`config.mk`:
```
export PLATFORM = sky130hd
export DESIGN_NAME = key_debounce_filter
export DESIGN_NICKNAME = d
export VERILOG_FILES = /design/src/rtl/key_debounce_filter_pkg.sv /design/src/rtl/sync_2ff.sv /design/src/rtl/key_debounce_filter.sv
export SDC_FILE = /design/constraint.sdc
export NUM_CORES = 1
export LEC_CHECK = 0
export BUFFER_PORTS_ARGS = -buffer_cell sky130_fd_sc_hd__buf_2
export CAP_MARGIN = 40
export CORE_ASPECT_RATIO = 0.9
export CORE_MARGIN = 3
export CORE_UTILIZATION = 50
export CTS_BUF_LIST = sky130_fd_sc_hd__clkbuf_16
export CTS_CLUSTER_SIZE = 16
export DETAILED_ROUTE_END_ITERATION = 16
export PLACE_DENSITY = 0.68
export REMOVE_ABC_BUFFERS = 1
export SETUP_SLACK_MARGIN = 0.2
export SLEW_MARGIN = 30
export SYNTH_ARGS = -nofsm -noshare
export SYNTH_HDL_FRONTEND = slang
export SYNTH_SLANG_ARGS = --single-unit
export TNS_END_PERCENT = 30
```
`constraint.sdc`:
```
create_clock -name sys_clk -period 1.8 [get_ports sys_clk]
set_input_delay 0.18 -clock sys_clk [delete_from_list [all_inputs] [get_ports sys_clk]]
set_output_delay 0.18 -clock sys_clk [all_outputs]
set_load 0.01 [all_outputs]
```
`src/rtl/key_debounce_filter_pkg.sv`:
```
// Shared constants for the key debouncer.
//   CNT_W           width of the stable-low sample counter
//   CNT_MAX_DEFAULT default acceptance count (20 ms at 50 MHz)
//   KEY_PRESSED     key level that means "pressed" (active-low key)
package key_debounce_filter_pkg;

    localparam int unsigned       CNT_W           = 20;
    localparam logic [CNT_W-1:0]  CNT_MAX_DEFAULT = 20'd999_999;
    localparam logic              KEY_PRESSED     = 1'b0;

endpackage

```
`src/rtl/sync_2ff.sv`:
```
// Generic 1-bit two-flop synchroniser.
//   clk  in   sampling clock
//   rst  in   asynchronous, active-high reset; both flops load RST_VAL
//   d    in   asynchronous input level
//   q    out  synchronised level, two clk cycles behind d
module sync_2ff #(
    parameter logic RST_VAL = 1'b1
) (
    input  logic clk,
    input  logic rst,
    input  logic d,
    output logic q
);

    logic meta;

    always_ff @(posedge clk or posedge rst) begin
        if (rst) begin
            meta <= RST_VAL;
            q    <= RST_VAL;
        end else begin
            meta <= d;
            q    <= meta;
        end
    end

endmodule

```
`src/rtl/key_debounce_filter.sv`:
```
// Push-button debouncer for one active-low mechanical key.
//   sys_clk   in   system clock, rising edge
//   sys_rst   in   asynchronous, active-high reset
//   key_in    in   raw key level (0 = pressed), asynchronous, may bounce
//   key_flag  out  one-cycle pulse when a press has been stable for CNT_MAX samples
module key_debounce_filter
    import key_debounce_filter_pkg::*;
#(
    parameter logic [CNT_W-1:0] CNT_MAX = CNT_MAX_DEFAULT
) (
    input  logic sys_clk,
    input  logic sys_rst,
    input  logic key_in,
    output logic key_flag
);

    localparam logic [CNT_W-1:0] CNT_LAST = CNT_MAX - CNT_W'(1);

    logic             key_s;
    logic [CNT_W-1:0] cnt;

    // Reset value 1 so a reset never looks like a press.
    sync_2ff #(
        .RST_VAL (1'b1)
    ) u_sync (
        .clk (sys_clk),
        .rst (sys_rst),
        .d   (key_in),
        .q   (key_s)
    );

    // Saturating run-length counter of low samples; saturation blocks
    // retriggering until the key is released.
    always_ff @(posedge sys_clk or posedge sys_rst) begin
        if (sys_rst) begin
            cnt <= '0;
        end else if (key_s != KEY_PRESSED) begin
            cnt <= '0;
        end else if (cnt != CNT_MAX) begin
            cnt <= cnt + CNT_W'(1);
        end
    end

    // Fires on the CNT_MAX-th consecutive low sample only.
    always_ff @(posedge sys_clk or posedge sys_rst) begin
        if (sys_rst) begin
            key_flag <= 1'b0;
        end else begin
            key_flag <= (key_s == KEY_PRESSED) && (cnt == CNT_LAST);
        end
    end

endmodule

```
==> results of run 1 <==
## metrics by stage
stage	power [mW]	cell area (um^2)	hold WS [ns]	util	setup slack (ns)
finish	1.06	1460	0.0238	0.708	0.241
global route	1.11	1460	0.00655	0.708	0.165
CTS	1.07	1370	0.0149	0.662	0.177
detailed placement	0.589	1240	0.243	0.601	0.0600
global placement	0.587	1240	0.232	0.601	0.0549
floorplan	0.569	1140	0.180	-	0.129
## area by class of cell
cell class,instances,area share
Sequential cell,23,0.400
Inverter,3,0.00770
Clock inverter,1,0.00342
Clock buffer,3,0.0513
Multi-Input combinational cell,84,0.442
Timing Repair Buffer,15,0.0736
Tap cell,25,0.0214
## path summary, 6_finish.rpt
path,cells after the start,slack (ns),startpoint,to
worst max register to register,4,0.24,cnt[4],cnt[19]
worst min register to register,0,0.36,u_sync.meta,u_sync.q
min in group asynchronous,4,0.51,sys_rst,cnt[5]
max in group asynchronous,4,1.00,sys_rst,u_sync.q
worst max-delay path,4,0.24,cnt[4],cnt[19]
worst min-delay path,1,0.02,key_in,u_sync.meta
## layout by cell type, fill, tap and decap left out, types with 2 or more instances in the layout
cell type / Yosys / layout
and4_4: 0 / 3
or3_1: 6 / 6
nor2_1: 8 / 8
nand4_1: 5 / 5
inv_1: 3 / 3
xor2_1: 5 / 5
dfrtp_1: 21 / 15
nand4_4: 1 / 2
dfstp_2: 2 / 2
dfrtp_2: 0 / 6
a21oi_1: 8 / 7
a31oi_1: 5 / 5
nor3_1: 2 / 2
and3_1: 2 / 2
clkbuf_16: 0 / 3
o21bai_1: 2 / 2
nand2_1: 6 / 6
nor4b_4: 0 / 2
and2_1: 3 / 2
buf_4: 0 / 11
buf_2: 0 / 3
o21ai_0: 6 / 6
nand3_1: 6 / 5
## sequential cells by signal (all words and copies together), names as in the netlist
| signal | cells |
|---|---|
| cnt | 20 |
| key_flag | 1 |
| u_sync.meta | 1 |
| u_sync.q | 1 |
## worst register-to-register path, cell delays in order, from the launching register on
cell and delay (ns):
dfrtp_2 0.43, and4_4 0.29, nand4_4 0.12, or4_4 0.53, a21oi_2 0.13
## what timing repair did
| action | CTS | global route |
|---|---|---|
| gates cloned | 0 | 0 |
| pin swaps | 1 | 5 |
| hold buffers | 1 | 0 |
| resized for setup | 9 | 18 |
| setup endpoints to repair | 10 | 11 |
| setup buffers | 0 | 4 |
| hold endpoints to repair | 21 | 0 |
## routing by layer
| layer | routed length, um | vias to the layer above | track usage | share of wire |
|---|---|---|---|---|
| li1 | - | 456 | - | - |
| met1 | 1210 | 457 | 0.265 | 0.49 |
| met2 | 1150 | 18 | 0.298 | 0.47 |
| met3 | 87 | 4 | 0.0447 | 0.035 |
| met4 | 26 | 0 | 0.0579 | 0.011 |
| met5 | 0 | - | 0 | 0 |
## power by group
group	total, mW	switching (mW)	internal [mW]
clock	0.473	0.175	0.298
sequential	0.539	0.0120	0.527
combinational	0.0466	0.0273	0.0193
## cell families (layout without fill, tap and decap cells)
| logic type | count (synthesis) | after routing |
|---|---|---|
| adders and majority gates | 2 | 2 |
| muxes | 1 | 1 |
| xor gates and xnor gates | 6 | 6 |
| AOI/OAI and AO/OA | 25 | 25 |
| and+or+nand+nor | 50 | 50 |
| DFF | 23 | 23 |
| buffers and inverters | 7 | 22 |
==> results by group, run 1 <==
GRT
  • Number of antenna violations at the first check in global routing: 0
  • First-pass GRT wire length: 4220 um
  • Vias in the first global route: 865
  • Total gr overflow: 0
  • Gr usage total: 0.191
  • Maximum number of pins on one net before global-route repair: 24

Layout
  • Layout area overhead: 25.7%
  • Multi-input logic area: 647 um^2
  • FF/Latch Area: 586 um^2
  • # diodes: 0
  • Share of cells above drive strength 1: 0.326
  • Final #Nets: 135
  • Final Non-Filler Cells: 154
  • Fillers: 145

STA
  • Max Fclk: 641 MHz
  • Final hold vios: 0
  • Clk_skew: 0.00276 ns
  • Worst Tran Pin Value: 0.323 ns
  • Max-slew violations: 0
  • Min Tclk post-route: 1.56 ns
  • RSZ-0062 raised after global routing: true
  • Fraction of the cycle the final worst path needs: 0.866
  • Setup Viol. Count Final: 0
  • Setup TNS: 0 ns
  • Rel. slew slack: 0.785

Flow run
  • Max cap viols: 0

Outcome
  • Status: finished, final reports clean

Yosys
  • Largest family of logic cells by synthesized area: simple AND/OR/NAND/NOR gates
  • Xor and xnor area share after synthesis: 0.0452
  • Sequential fraction of the synthesis area: 0.497
  • Synth top area share: 0.452
  • Synth Area in Compound Gates: 0.129
  • Synth async-reset ratio: 1.00
  • Syn. warnings: 0
  • Post-Synth Simple-Gate Area: 0.269
  • Count leader, synth: dfrtp_1
  • Top cells by area, synth: dfrtp_1 45%, dfstp_2 4.5%, xor2_1 3.8%
  • Number of synthesized register bits: 23
  • Commonest cells post-synth: 21 x dfrtp_1, 8 x a21oi_1, 8 x nor2_1
  • Average size of a mapped cell: 10.2 um^2
  • Prevailing post-synth register cell: dfrtp_1
  • Cells after synthesis: 114
  • Post-synth top area cell: dfrtp_1
  • Mux contribution to synthesized area: 0.00968
  • Post-synth EDFFs: 0
  • Adder-cell share of the synthesized area: 0.0215
  • Count of different cell masters after synthesis: 33
  • Mapped cell area: 1160 um^2

Detailed routing
  • Vias post-DR: 935
  • Final WL: 2480 um
  • # DRC: 0
  • DRT antenna net count: 0
  • DRT iter0 DRCs: 34
  • Via-to-Cell Ratio: 6.07
  • Routed len/inst: 16.1 um
  • DR pass1 iterations: 5

Clocking
  • Clock sink count: 23
  • CTS tree: done
  • Clk_lat worst skew: 0.25 ns
  • Largest buffer count on any clock path: 2
  • H-tree levels: 1
  • Num CTS Buffers: 3
  • CTS clk-pin slew, worst paths: 0.06 ns
  • Root buf cell: clkbuf_16

Critical path
  • CP top delay family: simple AND/OR/NAND/NOR gates
  • Crit-path cells: and4_4 -> nand4_4 -> or4_4 -> a21oi_2
  • Crit path required time: 1.99 ns
  • Crit Path Class: reg -> reg
  • Endpoint class of the critical path: flip-flop
  • Slowest-stage cell, CP: or4_4
  • Crit path DAT: 1.75 ns
  • Crit path largest cell delay: 0.53 ns
  • Critical Path Fanout Max: 7
  • Buffers & Inverters on Critical Path: 0
  • Startpoint Class: flip-flop

Die
  • Die area: 2940 um^2
  • Core ar.: 2060 um^2
  • Chip width: 56.9 um
  • Number of I/O pins: 4
  • Initial Utilization: 0.564
  • Die Y: 51.8 um
  • # rows: 15

Placed design
  • Hpwl dp: 1580 um
  • Placer congestion estimate: 0.793
  • Placed Cells: 145
  • Number of port buffers: 3

Power and ir drop
  • Peak VDD IR: 752 uV
  • Cell Pwr Density: 724 nW/um^2
  • Static leakage: 0.608 nW

Hold path
  • Hold Path Class: in -> reg
Note: power is estimated with default switching activity, not from simulation.
==> run 2, diff against run 1 <==
--- a/config.mk
+++ b/config.mk
@@ -5,7 +5,6 @@
 export SDC_FILE = /design/constraint.sdc
 export NUM_CORES = 1
 export LEC_CHECK = 0
-export BUFFER_PORTS_ARGS = -buffer_cell sky130_fd_sc_hd__buf_2
 export CAP_MARGIN = 40
 export CORE_ASPECT_RATIO = 0.9
 export CORE_MARGIN = 3
@@ -13,10 +12,9 @@
 export CTS_BUF_LIST = sky130_fd_sc_hd__clkbuf_16
 export CTS_CLUSTER_SIZE = 16
 export DETAILED_ROUTE_END_ITERATION = 16
-export PLACE_DENSITY = 0.68
+export DONT_BUFFER_PORTS = 1
 export REMOVE_ABC_BUFFERS = 1
 export SETUP_SLACK_MARGIN = 0.2
-export SLEW_MARGIN = 30
 export SYNTH_ARGS = -nofsm -noshare
 export SYNTH_HDL_FRONTEND = slang
 export SYNTH_SLANG_ARGS = --single-unit
==> run 2 against run 1 <==
Effect of this change: first-iteration DRC count fell by 12%; critical path depth rose by 1; largest power group unchanged; register-to-register slack got worse by 0.04 ns; die area stayed put; clock skew up 0.00056 ns.
==> results by group, run 2 (same netlist as run 1, synthesis figures left out) <==
GRT
  • Busiest grt layer: met2 (unchanged)
  • First-pass GRT wire length: 3930 um (was 4220 um)
  • Number of antenna violations at the first check in global routing: 0 (unchanged)
  • Maximum number of pins on one net before global-route repair: 24 (unchanged)
  • Vias in the first global route: 876 (was 865)
  • Met2 Track Usage GR: 0.285 (was 0.298)
  • Total gr overflow: 0 (unchanged)
  • Met3 usage in global routing: 0.0546 (was 0.0447)
  • Met1 usage: 0.219 (was 0.265)
  • Gr usage total: 0.173 (was 0.191)

Layout
  • Max reg flops: 20 (unchanged)
  • # diodes: 0 (unchanged)
  • Largest Register: cnt (unchanged)
  • FF/Latch Area: 582 um^2 (was 586 um^2)
  • Final #Nets: 135 (unchanged)
  • Commonest non-fill, non-tap cells in the layout: 18 x dfrtp_1, 13 x buf_4, 8 x a21oi_1, 8 x nor2_1 (was 15 x dfrtp_1, 11 x buf_4, 8 x nor2_1)
  • Fillers: 146 (was 145)
  • Share of cells above drive strength 1: 0.287 (was 0.326)
  • Multi-input logic area: 638 um^2 (was 647 um^2)
  • Layout area overhead: 25.5% (was 25.7%)
  • Commonest non-fill, non-tap cell in the layout: dfrtp_1 (unchanged)

STA
  • Setup TNS: 0 ns (unchanged)
  • Min Tclk post-route: 1.59 ns (was 1.56 ns)
  • Max Fclk: 627 MHz (was 641 MHz)
  • Setup Viol. Count Final: 0 (unchanged)
  • Clk_skew: 0.00332 ns (was 0.00276 ns)
  • Fraction of the cycle the final worst path needs: 0.886 (was 0.866)
  • Rel. slew slack: 0.776 (was 0.785)
  • RSZ-0062 raised after global routing: true (unchanged)
  • Max-slew violations: 0 (unchanged)
  • Worst Tran Pin Value: 0.337 ns (was 0.323 ns)
  • Final hold vios: 0 (unchanged)

Clocking
  • Num CTS Buffers: 3 (unchanged)
  • Largest buffer count on any clock path: 2 (unchanged)
  • H-tree levels: 1 (unchanged)
  • Clock sink count: 23 (unchanged)
  • CTS tree: done (unchanged)
  • Clk_lat worst skew: 0.26 ns (was 0.25 ns)
  • Root buf cell: clkbuf_16 (unchanged)
  • CTS clk-pin slew, worst paths: 0.06 ns (about the same)

Placed design
  • Hpwl dp: 1510 um (was 1580 um)
  • Placer congestion estimate: 0.826 (was 0.793)
  • Number of port buffers: 0 (was 3)

Detailed routing
  • Routed len/inst: 16.0 um (was 16.1 um)
  • Vias post-DR: 941 (was 935)
  • # DRC: 0 (unchanged)
  • DRT iter0 DRCs: 30 (was 34)
  • Via-to-Cell Ratio: 6.11 (was 6.07)
  • DRT antenna net count: 0 (unchanged)
  • DR pass1 iterations: 4 (was 5)
  • Final WL: 2460 um (was 2480 um)

Die
  • Die Y: 51.8 um (unchanged)
  • Core ar.: 2060 um^2 (unchanged)
  • # rows: 15 (unchanged)
  • Chip width: 56.9 um (unchanged)
  • Die area: 2940 um^2 (unchanged)
  • Number of I/O pins: 4 (unchanged)
  • Initial Utilization: 0.564 (unchanged)

Critical path
  • Crit path largest cell delay: 0.43 ns (was 0.53 ns)
  • Slowest-stage cell, CP: dfrtp_1 (was or4_4)
  • Crit path required time: 1.98 ns (was 1.99 ns)
  • Endpoint class of the critical path: flip-flop (unchanged)
  • Startpoint Class: flip-flop (unchanged)
  • Crit-path cells: and4_4 -> buf_4 -> nand2_1 -> a311o_1 -> a21oi_1 (was and4_4 -> nand4_4 -> or4_4 -> a21oi_2)
  • Crit path DAT: 1.77 ns (was 1.75 ns)
  • Crit Path Class: reg -> reg (unchanged)
  • Critical Path Fanout Max: 8 (was 7)

Power and ir drop
  • Cell Pwr Density: 726 nW/um^2 (was 724 nW/um^2)
  • Static leakage: 0.609 nW (was 0.608 nW)
  • Peak VDD IR: 708 uV (was 752 uV)
  • Tot Pwr: 1.06 mW (about the same)

Flow run
  • Max cap viols: 0 (unchanged)

Outcome
  • Status: finished, final reports clean (unchanged)

Hold path
  • Hold Path Class: reg -> reg (was in -> reg)
run 2: changes by cell type in the layout (fill, tap and decap cells not counted), sizes merged:
cell,before,now
buf,14,13
dlygate4sd3,1,2
run 2: final cells by class:
class                   count  area share
well taps                  25      0.0214
clock inverters             1     0.00343
inverters                   3     0.00771
clock buffers               3      0.0514
repair buffers             15      0.0805
multi-input cells          84       0.437
flip-flops and latches     23       0.398
run 2: path summary, 6_finish.rpt:
path	end	slack, ns	from	cells past startpoint
max reg2reg	cnt[6]	0.21	cnt[5]	5
max in group asynchronous	u_sync.meta	1.12	sys_rst	3
max	cnt[6]	0.21	cnt[5]	5
min in group asynchronous	cnt[14]	0.40	sys_rst	3
min reg2reg	u_sync.q	0.36	u_sync.meta	0
min	u_sync.q	0.36	u_sync.meta	0
run 2: through the flow:
stage | cells | hold slack (ns) | setup WS (ns) | area, um^2 | util
floorplan | 110 | 0.180 | 0.129 | 1140 | -
global placement | 145 | 0.123 | 0.115 | 1250 | 0.604
detailed placement | 145 | 0.130 | 0.116 | 1250 | 0.604
CTS | 152 | 0.360 | 0.192 | 1380 | 0.670
global route | 154 | 0.364 | 0.168 | 1460 | 0.707
finish | 154 | 0.357 | 0.205 | 1460 | 0.707
run 2: timing repair:
action                                  in CTS  in global routing
hold buffers                                 2                  0
buffers inserted                             1                  2
endpoints found under the setup margin       5                  9
gates resized for setup                      8                 15
hold endpoints to repair                    22                  0
pin swaps                                    1                  3
run 2: routing by layer:
layer / share of wire / routed length, um / vias to the layer above
met5: 0 / 0 / -
met4: 0.0093 / 23 / 0
met3: 0.046 / 113 / 4
met2: 0.47 / 1170 / 21
met1: 0.47 / 1160 / 456
li1: - / - / 460
run 2: critical path, delay by kind of cell (launching register included):
family | cells | cell delay (ns)
buffers and inverters | 1 | 0.19
AO/OA/AOI/OAI | 2 | 0.48
AND/OR/NAND/NOR | 2 | 0.42
flip-flops | 1 | 0.43
run 2: report_power, final:
group          internal, mW  total [mW]  switching [mW]
combinational        0.0204      0.0481          0.0277
clock                 0.298       0.472           0.174
sequential            0.527       0.540          0.0129
total                 0.846        1.06           0.214
